**src/rtl/rf_wport_arbiter_pkg.sv**
```systemverilog
// Shared constants and types for the regfile write-port arbiter.
// RF_ARB_CNT_W bounds STARVE_LIMIT (must be <= 2**RF_ARB_CNT_W).
package rf_wport_arbiter_pkg;

  localparam int REG_ADDR_BUS = 5;
  localparam int REG_BUS      = 32;
  localparam int REG_NUM      = 32;
  localparam int RF_ARB_CNT_W = 8;

  localparam logic [REG_BUS-1:0] ZERO_WORD    = '0;
  localparam logic               WRITE_ENABLE = 1'b1;

  typedef struct packed {
    logic [REG_ADDR_BUS-1:0] wa;
    logic [REG_BUS-1:0]      wd;
  } rf_wr_t;

  typedef enum logic [1:0] {
    GNT_NONE = 2'd0,
    GNT_WB   = 2'd1,
    GNT_LU   = 2'd2
  } gnt_e;

  function automatic logic addr_hit(input logic we,
                                    input logic [REG_ADDR_BUS-1:0] wa,
                                    input logic [REG_ADDR_BUS-1:0] ra);
    return we && (wa == ra);
  endfunction

endpackage

```
**src/rtl/rf_wb_fifo.sv**
```systemverilog
// Small synchronous FIFO buffering long-latency results for the regfile write port.
module rf_wb_fifo #(
  parameter int DEPTH = 2,
  parameter int W     = 37,
  localparam int AW   = $clog2(DEPTH)
) (
  input  logic          clk,
  input  logic          rst,
  input  logic          push,
  input  logic          pop,
  input  logic [W-1:0]  din,
  output logic [W-1:0]  head,
  output logic [AW:0]   count,
  output logic          full,
  output logic          empty
);

  logic [W-1:0]  mem [DEPTH];
  logic [AW-1:0] rd_ptr;
  logic [AW-1:0] wr_ptr;
  logic          do_push;
  logic          do_pop;

  assign full    = (count == (AW+1)'(DEPTH));
  assign empty   = (count == '0);
  assign do_push = push && !full;
  assign do_pop  = pop && !empty;
  assign head    = mem[rd_ptr];

  always_ff @(posedge clk) begin
    if (rst) begin
      rd_ptr <= '0;
      wr_ptr <= '0;
      count  <= '0;
    end else begin
      if (do_push) wr_ptr <= wr_ptr + 1'b1;
      if (do_pop)  rd_ptr <= rd_ptr + 1'b1;
      count <= count + (AW+1)'(do_push) - (AW+1)'(do_pop);
    end
  end

  // Storage carries no reset; validity is tracked by count alone.
  always_ff @(posedge clk) begin
    if (do_push) mem[wr_ptr] <= din;
  end

endmodule

```
**src/rtl/rf_wport_arbiter.sv**
```systemverilog
// Regfile write-port arbiter: WB pass-through, buffered long-latency results,
// starvation hold and pending-write scoreboard. Option: RF_ARB_EARLY_CLEAR_EN.
module rf_wport_arbiter
  import rf_wport_arbiter_pkg::*;
#(
  parameter int FIFO_DEPTH   = 2,
  parameter int STARVE_LIMIT = 4
) (
  input  logic                    cpu_clk_50M,
  input  logic                    cpu_rst,
  input  logic                    wb_we,
  input  logic [REG_ADDR_BUS-1:0] wb_wa,
  input  logic [REG_BUS-1:0]      wb_wd,
  input  logic                    lu_valid,
  output logic                    lu_ready,
  input  logic [REG_ADDR_BUS-1:0] lu_wa,
  input  logic [REG_BUS-1:0]      lu_wd,
  input  logic                    issue_valid,
  input  logic [REG_ADDR_BUS-1:0] issue_wa,
  input  logic [REG_ADDR_BUS-1:0] ra1,
  input  logic [REG_ADDR_BUS-1:0] ra2,
  output logic                    busy1,
  output logic                    busy2,
  output logic                    busy_d,
  output logic                    starve_hold,
  output logic                    rf_we,
  output logic [REG_ADDR_BUS-1:0] rf_wa,
  output logic [REG_BUS-1:0]      rf_wd
);

  localparam int CW = $clog2(FIFO_DEPTH) + 1;
  localparam logic [RF_ARB_CNT_W-1:0] CNT_LAST = RF_ARB_CNT_W'(STARVE_LIMIT - 1);

  rf_wr_t                  head;
  rf_wr_t                  din;
  logic [$bits(rf_wr_t)-1:0] head_bits;
  logic [CW-1:0]           count;
  logic                    full;
  logic                    empty;
  logic                    push;
  logic                    pop;
  logic                    blocked;
  gnt_e                    gnt;
  logic [RF_ARB_CNT_W-1:0] starve_cnt;
  logic [REG_NUM-1:1]      busy_q;
  logic [REG_NUM-1:0]      busy_vec;

  assign lu_ready = (count != CW'(FIFO_DEPTH)) && !cpu_rst;
  assign push     = lu_valid && !full && !cpu_rst;
  assign din      = '{wa: lu_wa, wd: lu_wd};
  assign head     = rf_wr_t'(head_bits);

  rf_wb_fifo #(
    .DEPTH (FIFO_DEPTH),
    .W     ($bits(rf_wr_t))
  ) u_fifo (
    .clk   (cpu_clk_50M),
    .rst   (cpu_rst),
    .push  (push),
    .pop   (pop),
    .din   (din),
    .head  (head_bits),
    .count (count),
    .full  (full),
    .empty (empty)
  );

  // WB always wins when it writes; under starve_hold WB is expected to be idle,
  // so the head is granted. A WB write during the hold is still honoured.
  always_comb begin
    gnt = GNT_NONE;
    if (wb_we)       gnt = GNT_WB;
    else if (!empty) gnt = GNT_LU;
  end

  assign pop     = (gnt == GNT_LU);
  assign blocked = !empty && !pop;

  always_comb begin
    rf_we = 1'b0;
    rf_wa = wb_wa;
    rf_wd = ZERO_WORD;
    unique case (gnt)
      GNT_WB: begin
        rf_we = WRITE_ENABLE;
        rf_wa = wb_wa;
        rf_wd = wb_wd;
      end
      GNT_LU: begin
        // x0 results are dropped but still leave the FIFO.
        rf_we = (head.wa != '0);
        rf_wa = head.wa;
        rf_wd = head.wd;
      end
      default: ;
    endcase
    if (cpu_rst) rf_we = 1'b0;
  end

  // Counter saturates at the last value; the hold then forces the next pop.
  always_ff @(posedge cpu_clk_50M) begin
    if (cpu_rst) begin
      starve_cnt  <= '0;
      starve_hold <= 1'b0;
    end else if (!blocked) begin
      starve_cnt  <= '0;
      starve_hold <= 1'b0;
    end else if (starve_cnt == CNT_LAST) begin
      starve_hold <= 1'b1;
    end else begin
      starve_cnt <= starve_cnt + 1'b1;
    end
  end

  for (genvar i = 1; i < REG_NUM; i++) begin : g_busy
    always_ff @(posedge cpu_clk_50M) begin
      if (cpu_rst)
        busy_q[i] <= 1'b0;
      else if (issue_valid && issue_wa == REG_ADDR_BUS'(i))
        busy_q[i] <= 1'b1;
      else if (pop && head.wa == REG_ADDR_BUS'(i))
        busy_q[i] <= 1'b0;
    end
  end

  assign busy_vec = {busy_q, 1'b0};
  assign busy_d   = busy_vec[issue_wa];

`ifdef RF_ARB_EARLY_CLEAR_EN
  // Release in the write cycle; the regfile forwards the written value.
  assign busy1 = busy_vec[ra1] & !addr_hit(rf_we, rf_wa, ra1);
  assign busy2 = busy_vec[ra2] & !addr_hit(rf_we, rf_wa, ra2);
`else
  assign busy1 = busy_vec[ra1];
  assign busy2 = busy_vec[ra2];
`endif

endmodule
```
**config.mk**
```make
export PLATFORM = sky130hd
export DESIGN_NAME = rf_wport_arbiter
export DESIGN_NICKNAME = d
export VERILOG_FILES = /design/src/rtl/rf_wport_arbiter_pkg.sv /design/src/rtl/rf_wb_fifo.sv /design/src/rtl/rf_wport_arbiter.sv
export SDC_FILE = /design/constraint.sdc
export NUM_CORES = 1
export LEC_CHECK = 0
export BUFFER_PORTS_ARGS = -buffer_cell sky130_fd_sc_hd__buf_2
export CAP_MARGIN = 10
export CORE_AREA = 3 3 125 218
export DETAILED_ROUTE_END_ITERATION = 10
export DIE_AREA = 0 0 128 221
export PLACE_DENSITY_LB_ADDON = 0.08
export SYNTH_ARGS = -nofsm -noshare
export SYNTH_HDL_FRONTEND = slang
export SYNTH_SLANG_ARGS = --single-unit
export TNS_END_PERCENT = 1
```
**constraint.sdc**
```tcl
create_clock -name cpu_clk_50M -period 3.23 [get_ports cpu_clk_50M]
set_input_delay 0.4845 -clock cpu_clk_50M [delete_from_list [all_inputs] [get_ports cpu_clk_50M]]
set_output_delay 0.4845 -clock cpu_clk_50M [all_outputs]
set_load 0.02 [all_outputs]
```
Word-level counts from Yosys, hierarchy flattened. Memory sizes are Yosys's and may differ from the RTL's. A register that Yosys moved wholly into a read port is not among the register bits. Cells that the tools add are included.

Register bits: 44. Bits in writable memories: 74. Input port bits: 94. Output and inout bits: 43. Word-level logic and storage cells: 297. Memories: 1.

Add/sub/neg operators: 5. Order comparisons: 3. Equality and inequality tests: 67. Mux-type cells: 78. Bitwise logic cells: 1. Reductions and logical operators: 106.

Memory list: u_fifo.mem (words 2, bits a word 37, rd ports 1, clocked after memory_dff 1, write ports 1, RTL line rf_wb_fifo.sv:18) `logic [W-1:0] mem [DEPTH];`.

Operator list (number): $eq A5 B5 Y1 const B (32); $eq A5 B4 Y1 const B (16); $mux W1 (70); $logic_and A1 B1 Y1 (68); $pmux W32 S2 (1); $reduce_bool A2 Y1 (31); $eq A5 B3 Y1 const B (8); $eq A5 B2 Y1 const B (4); $lt A5 B6 Y1 const B (3); $bmux W1 S5 (3); $eq A5 B1 Y1 const B (2); $add A8 B1 Y8 const B (1); $eq A8 B2 Y1 const B (1); $mux W5 (1); $reduce_bool A5 Y1 (1); $eq A2 B2 Y1 const B (2); $logic_not A1 Y1 (4); $mux W2 (2); $add A1 B1 Y1 const B (2); $add A2 B1 Y2 (1); $eq A2 B1 Y1 const B (1); $logic_not A2 Y1 (1); $ne A2 B2 Y1 const B (1); $pmux W1 S2 (1); other kinds (3) (3).

Longest topological paths before layout.
Depth in word-level cells: 8. Mapped depth: 12. Mapped depth without buffers: 9.

Cells and area by module. Synthesis repeated with hierarchy kept, for this count alone.

Cell total of the unflattened synthesis: 470. Area, all modules: 5823.1 um2.

Modules (own cells, without submodules): rf_wport_arbiter (times used 1, cells each 328, area each 2922.8 um2, seq. area each 800.8 um2); rf_wb_fifo (times used 1, cells each 142, area each 2900.3 um2, seq. area each 2322.2 um2).

Worst setup path after synthesis. OpenSTA, ideal clock, no wires.

Kind: input -> register. Start point: input port lu_valid. End point: memory u_fifo.mem[0][0], enable pin. Library setup time: 0.436 ns. Data arrival time: 2.625 ns. Data required time: 2.794 ns. Path slack: 0.169 ns. Stages: 3. Path buffers: 0. Path through: inv_1 a211oi_1 nor2b_1.

Word-level cells in the longest chain between the ends: 5.

Ends and longest elaborated chain: start, declared (RTL line rf_wport_arbiter.sv:14) `input logic lu_valid,`; $logic_and A1 B1 Y1 (2 in series) (RTL line rf_wport_arbiter.sv:49) `assign push = lu_valid && !full && !cpu_rst;`; $logic_and A1 B1 Y1 (RTL line rf_wb_fifo.sv:26) `assign do_push = push && !full;`; named net u_fifo.do_push (RTL line rf_wb_fifo.sv:21) `logic do_push;`; $mux W1 (RTL line rf_wb_fifo.sv:44) `if (do_push) mem[wr_ptr] <= din;`; $mux W1 (implied by the code) (RTL line rf_wb_fifo.sv:44); end, declared (RTL line rf_wb_fifo.sv:18).

The timed path passes the listed nets, and every way through them passes these cells.

==> summary.txt <==
Detailed routing
  • Routed length per instance: around 18 um
  • Post-route DRC: 0
  • Vias: 4700
  • DRT antenna net count: 0
  • Total wire length: between 15 and 20 mm
  • First drt pass iteration count: 4
  • Vias/cell: 4.64
  • Drt first-iter violations: 180

Placed design
  • Post-DP HPWL: between 10 and 15 mm
  • IO buf count: about 140
  • RePlAce Congestion: 0.920
  • Setup WS pre-CTS: ~700 ps

Clock network
  • Hold bufs inserted after CTS: 0
  • CTS H-tree lvls: 4
  • Max clock buf depth: 2
  • CTS Sinks: 119
  • TritonCTS Buffers: 17
  • CTS tree: built
  • Post-CTS Setup Inserts: 0
  • Clock-pin slew of the registers on the worst-case setup and hold paths: 50 ps
  • Resized Gates After CTS: 0
  • Worst-skew pair later-pin latency: 420 ps
  • Root Driver: clkbuf_16

Power and ir drop
  • Leak: 0.00281 uW
  • Maximum vdd drop: 0.339 mV
  • Total power: 4440 uW
  • PD cells: 598 nW/um2

Timing
  • Slew Viols, Final: 0
  • Fin. Hold Viols: 0
  • Worst setup margin: around 430 ps
  • Clk_skew: 6.57 ps
  • Share of the cycle needed by the critical path after routing: between 80% and 90%
  • Least-Margin Pin Slew: 866 ps
  • Final Setup Violations: 0
  • Relative slew margins: 42.3%
  • RSZ-0062 raised after global routing: false
  • Setup TNS: 0 ps
  • Max Fclk: around 360 MHz
  • Min cycle time layout: 2800 ps

Global routing
  • First-pass GRT wire length: between 20 and 30 mm
  • Vias in the first global route: a little under 5000
  • GRT Resource Usage Total: 13.1%
  • Antenna violations before repair: 1
  • Global route overflow: 0
  • Pin count of the biggest net entering global routing: 40

Cells and area
  • Register area: 3120 um2
  • Layout cell share with drive strength beyond 1: 27.9%
  • Area growth syn-to-layout: 26.4%
  • Layout Nets: approximately 780
  • Antenna diodes: 0
  • Filler instances: 2775
  • Area of the multi-input gates: 2580 um2

Worst setup path
  • Crit end category: output pin
  • Startpoint Class: register
  • Worst EP arrival: 2320 ps
  • CP Max Fanout: 25
  • Crit Reg-Reg Endpoint: u_fifo.mem[0][25]
  • Largest stage delay, worst path: between 600 and 700 ps
  • RR Startpoint: u_fifo.count[0]
  • R2R cell count: 4
  • Worst path slowest cell: dfxtp_2
  • Worst reg-to-reg setup slack: 1060 ps
  • CP required: 2750 ps
  • Cells along the critical path: nor3_1 -> a21oi_1 -> o32ai_1 -> a21oi_1 -> buf_2
  • WS Path Type: reg -> out
  • Most used cell, CP: a21oi_1

Synthesis
  • Yosys reg bits: 119
  • Mapped Cells: 545
  • Mapped Area: 5880 um2
  • Top FF cell, synth: edfxtp_1
  • Post-synth ARST share: 0%
  • Total number of yosys warnings: 0
  • Post-synthesis sequential area ratio: approximately 53%
  • Net Count, Synth: around 640
  • Distinct cell type count after synthesis: 43
  • Mean Syn Cell Area: roughly 11 um2
  • Post-synth EDFFs: 74

Floorplanning
  • I/O Pins: ~140
  • Row cnt: 78
  • Die width: 128 um
  • Die area: 28300 um2
  • Total core area: ~26000 um2
  • Initial Util: 22.8%
  • Overall die height: 221 um

Min path
  • Worst hold endpoint: u_fifo.mem[0][18]
  • Worst hold path stage count: 1
  • Hold Crit Class: in -> reg
  • HP Start: lu_wd[18]

Status
  • Outcome: finished, final reports clean

Flow run
  • Max Cap Viol: 0
-- sequential cells by signal, summed over array words and instances (netlist names), named ones only --
signal,flops
u_fifo.mem,74
starve_hold,1
u_fifo.wr_ptr,1
starve_cnt,8
busy_q,31
u_fifo.count,2
u_fifo.rd_ptr,1
-- worst max-delay path: cells and delay by family (launching register included) --
kind,cells,cell delay [ps]
AOI/OAI and AO/OA,3,920
buffers and inverters,1,210
DFF,1,650
and+or+nand+nor,1,120
-- power by group --
group,switching (uW),total (uW),internal (uW)
clock network,640,1690,1050
logic,600,959,359
registers,76.3,1790,1710
total,1320,4440,3130
-- metrics by stage --
stage                     utilization (%)  instances  cell area [um2]  hold WS (ps)
after floorplan                         -        545             5880           467
after global placement               26.7        980             6890           490
after detailed placement             26.7        980             6890           502
after CTS                            28.8       1012             7430           225
after global routing                 28.8       1012             7430           231
final                                28.8       1012             7430           254
-- placed cells by master, fill, tap and decap left out, types with 6 or more instances in the layout --
cell / instances
a21oi_1: 45
clkbuf_16: 17
o211ai_1: 8
xor2_1: 6
nor2_1: 30
nand2_1: 70
o21ai_0: 63
nand2b_1: 7
nor2b_1: 9
mux2_2: 9
buf_2: 136
nand3_1: 17
edfxtp_1: 74
mux2i_1: 58
inv_1: 6
dfxtp_1: 44
buf_4: 9
-- cell families (layout without fill, tap and decap cells) --
logic type | count (synthesis) | after routing | share of synthesized area, %
and+or+nand+nor | 164 | 164 | 13.2
AOI/OAI and AO/OA | 135 | 135 | 12.9
DFF | 119 | 119 | 53.1
muxes | 76 | 76 | 15.3
buffers and inverters | 37 | 184 | 3.19
xor gates and xnor gates | 11 | 11 | 1.64
adders and majority gates | 3 | 3 | 0.639
-- layout make-up --
type	instances	area share (%)
timing repair buffer	146	10.3
clock inverter	8	0.623
inverter	6	0.303
sequential	119	42.1
tap	320	5.39
multi-input combinational	389	34.7
clock buffer	24	6.62
-- synth_stat cells (6+ instances only) --
master,instances,share of area [%]
edfxtp_1,74,38
nand2_1,70,4.5
o21ai_0,63,5.4
mux2i_1,58,9.9
a21oi_1,45,3.8
dfxtp_1,45,15
nor2_1,30,1.9
nand3_1,17,1.4
clkbuf_1,11,0.70
nor2b_1,10,1.1
buf_2,9,0.77
mux2_2,9,1.7
o211ai_1,8,1.0
nand2b_1,7,0.74
buf_4,6,0.77
inv_1,6,0.38
xor2_1,6,0.89
-- worst max-delay path by stage --
stage,cells past startpoint,end,startpoint,slack (ps)
after detailed placement,6,busy_d,issue_wa[1],690
after global placement,6,busy_d,issue_wa[1],710
after floorplan,3,u_fifo.mem[0][0],lu_valid,170
after CTS,5,rf_we,register,280
final,5,rf_we,register,430
after global routing,5,rf_we,register,180
-- metal layers --
layer  track usage (%)  wire length [um]  up-vias
li1                  -                 -     2283
met3              3.48               842       23
met1              12.9              6540     2252
met5                 0                13        -
met4              5.69               486        2
met2              24.9             10300      140
Power figures use the tool's default switching activity.
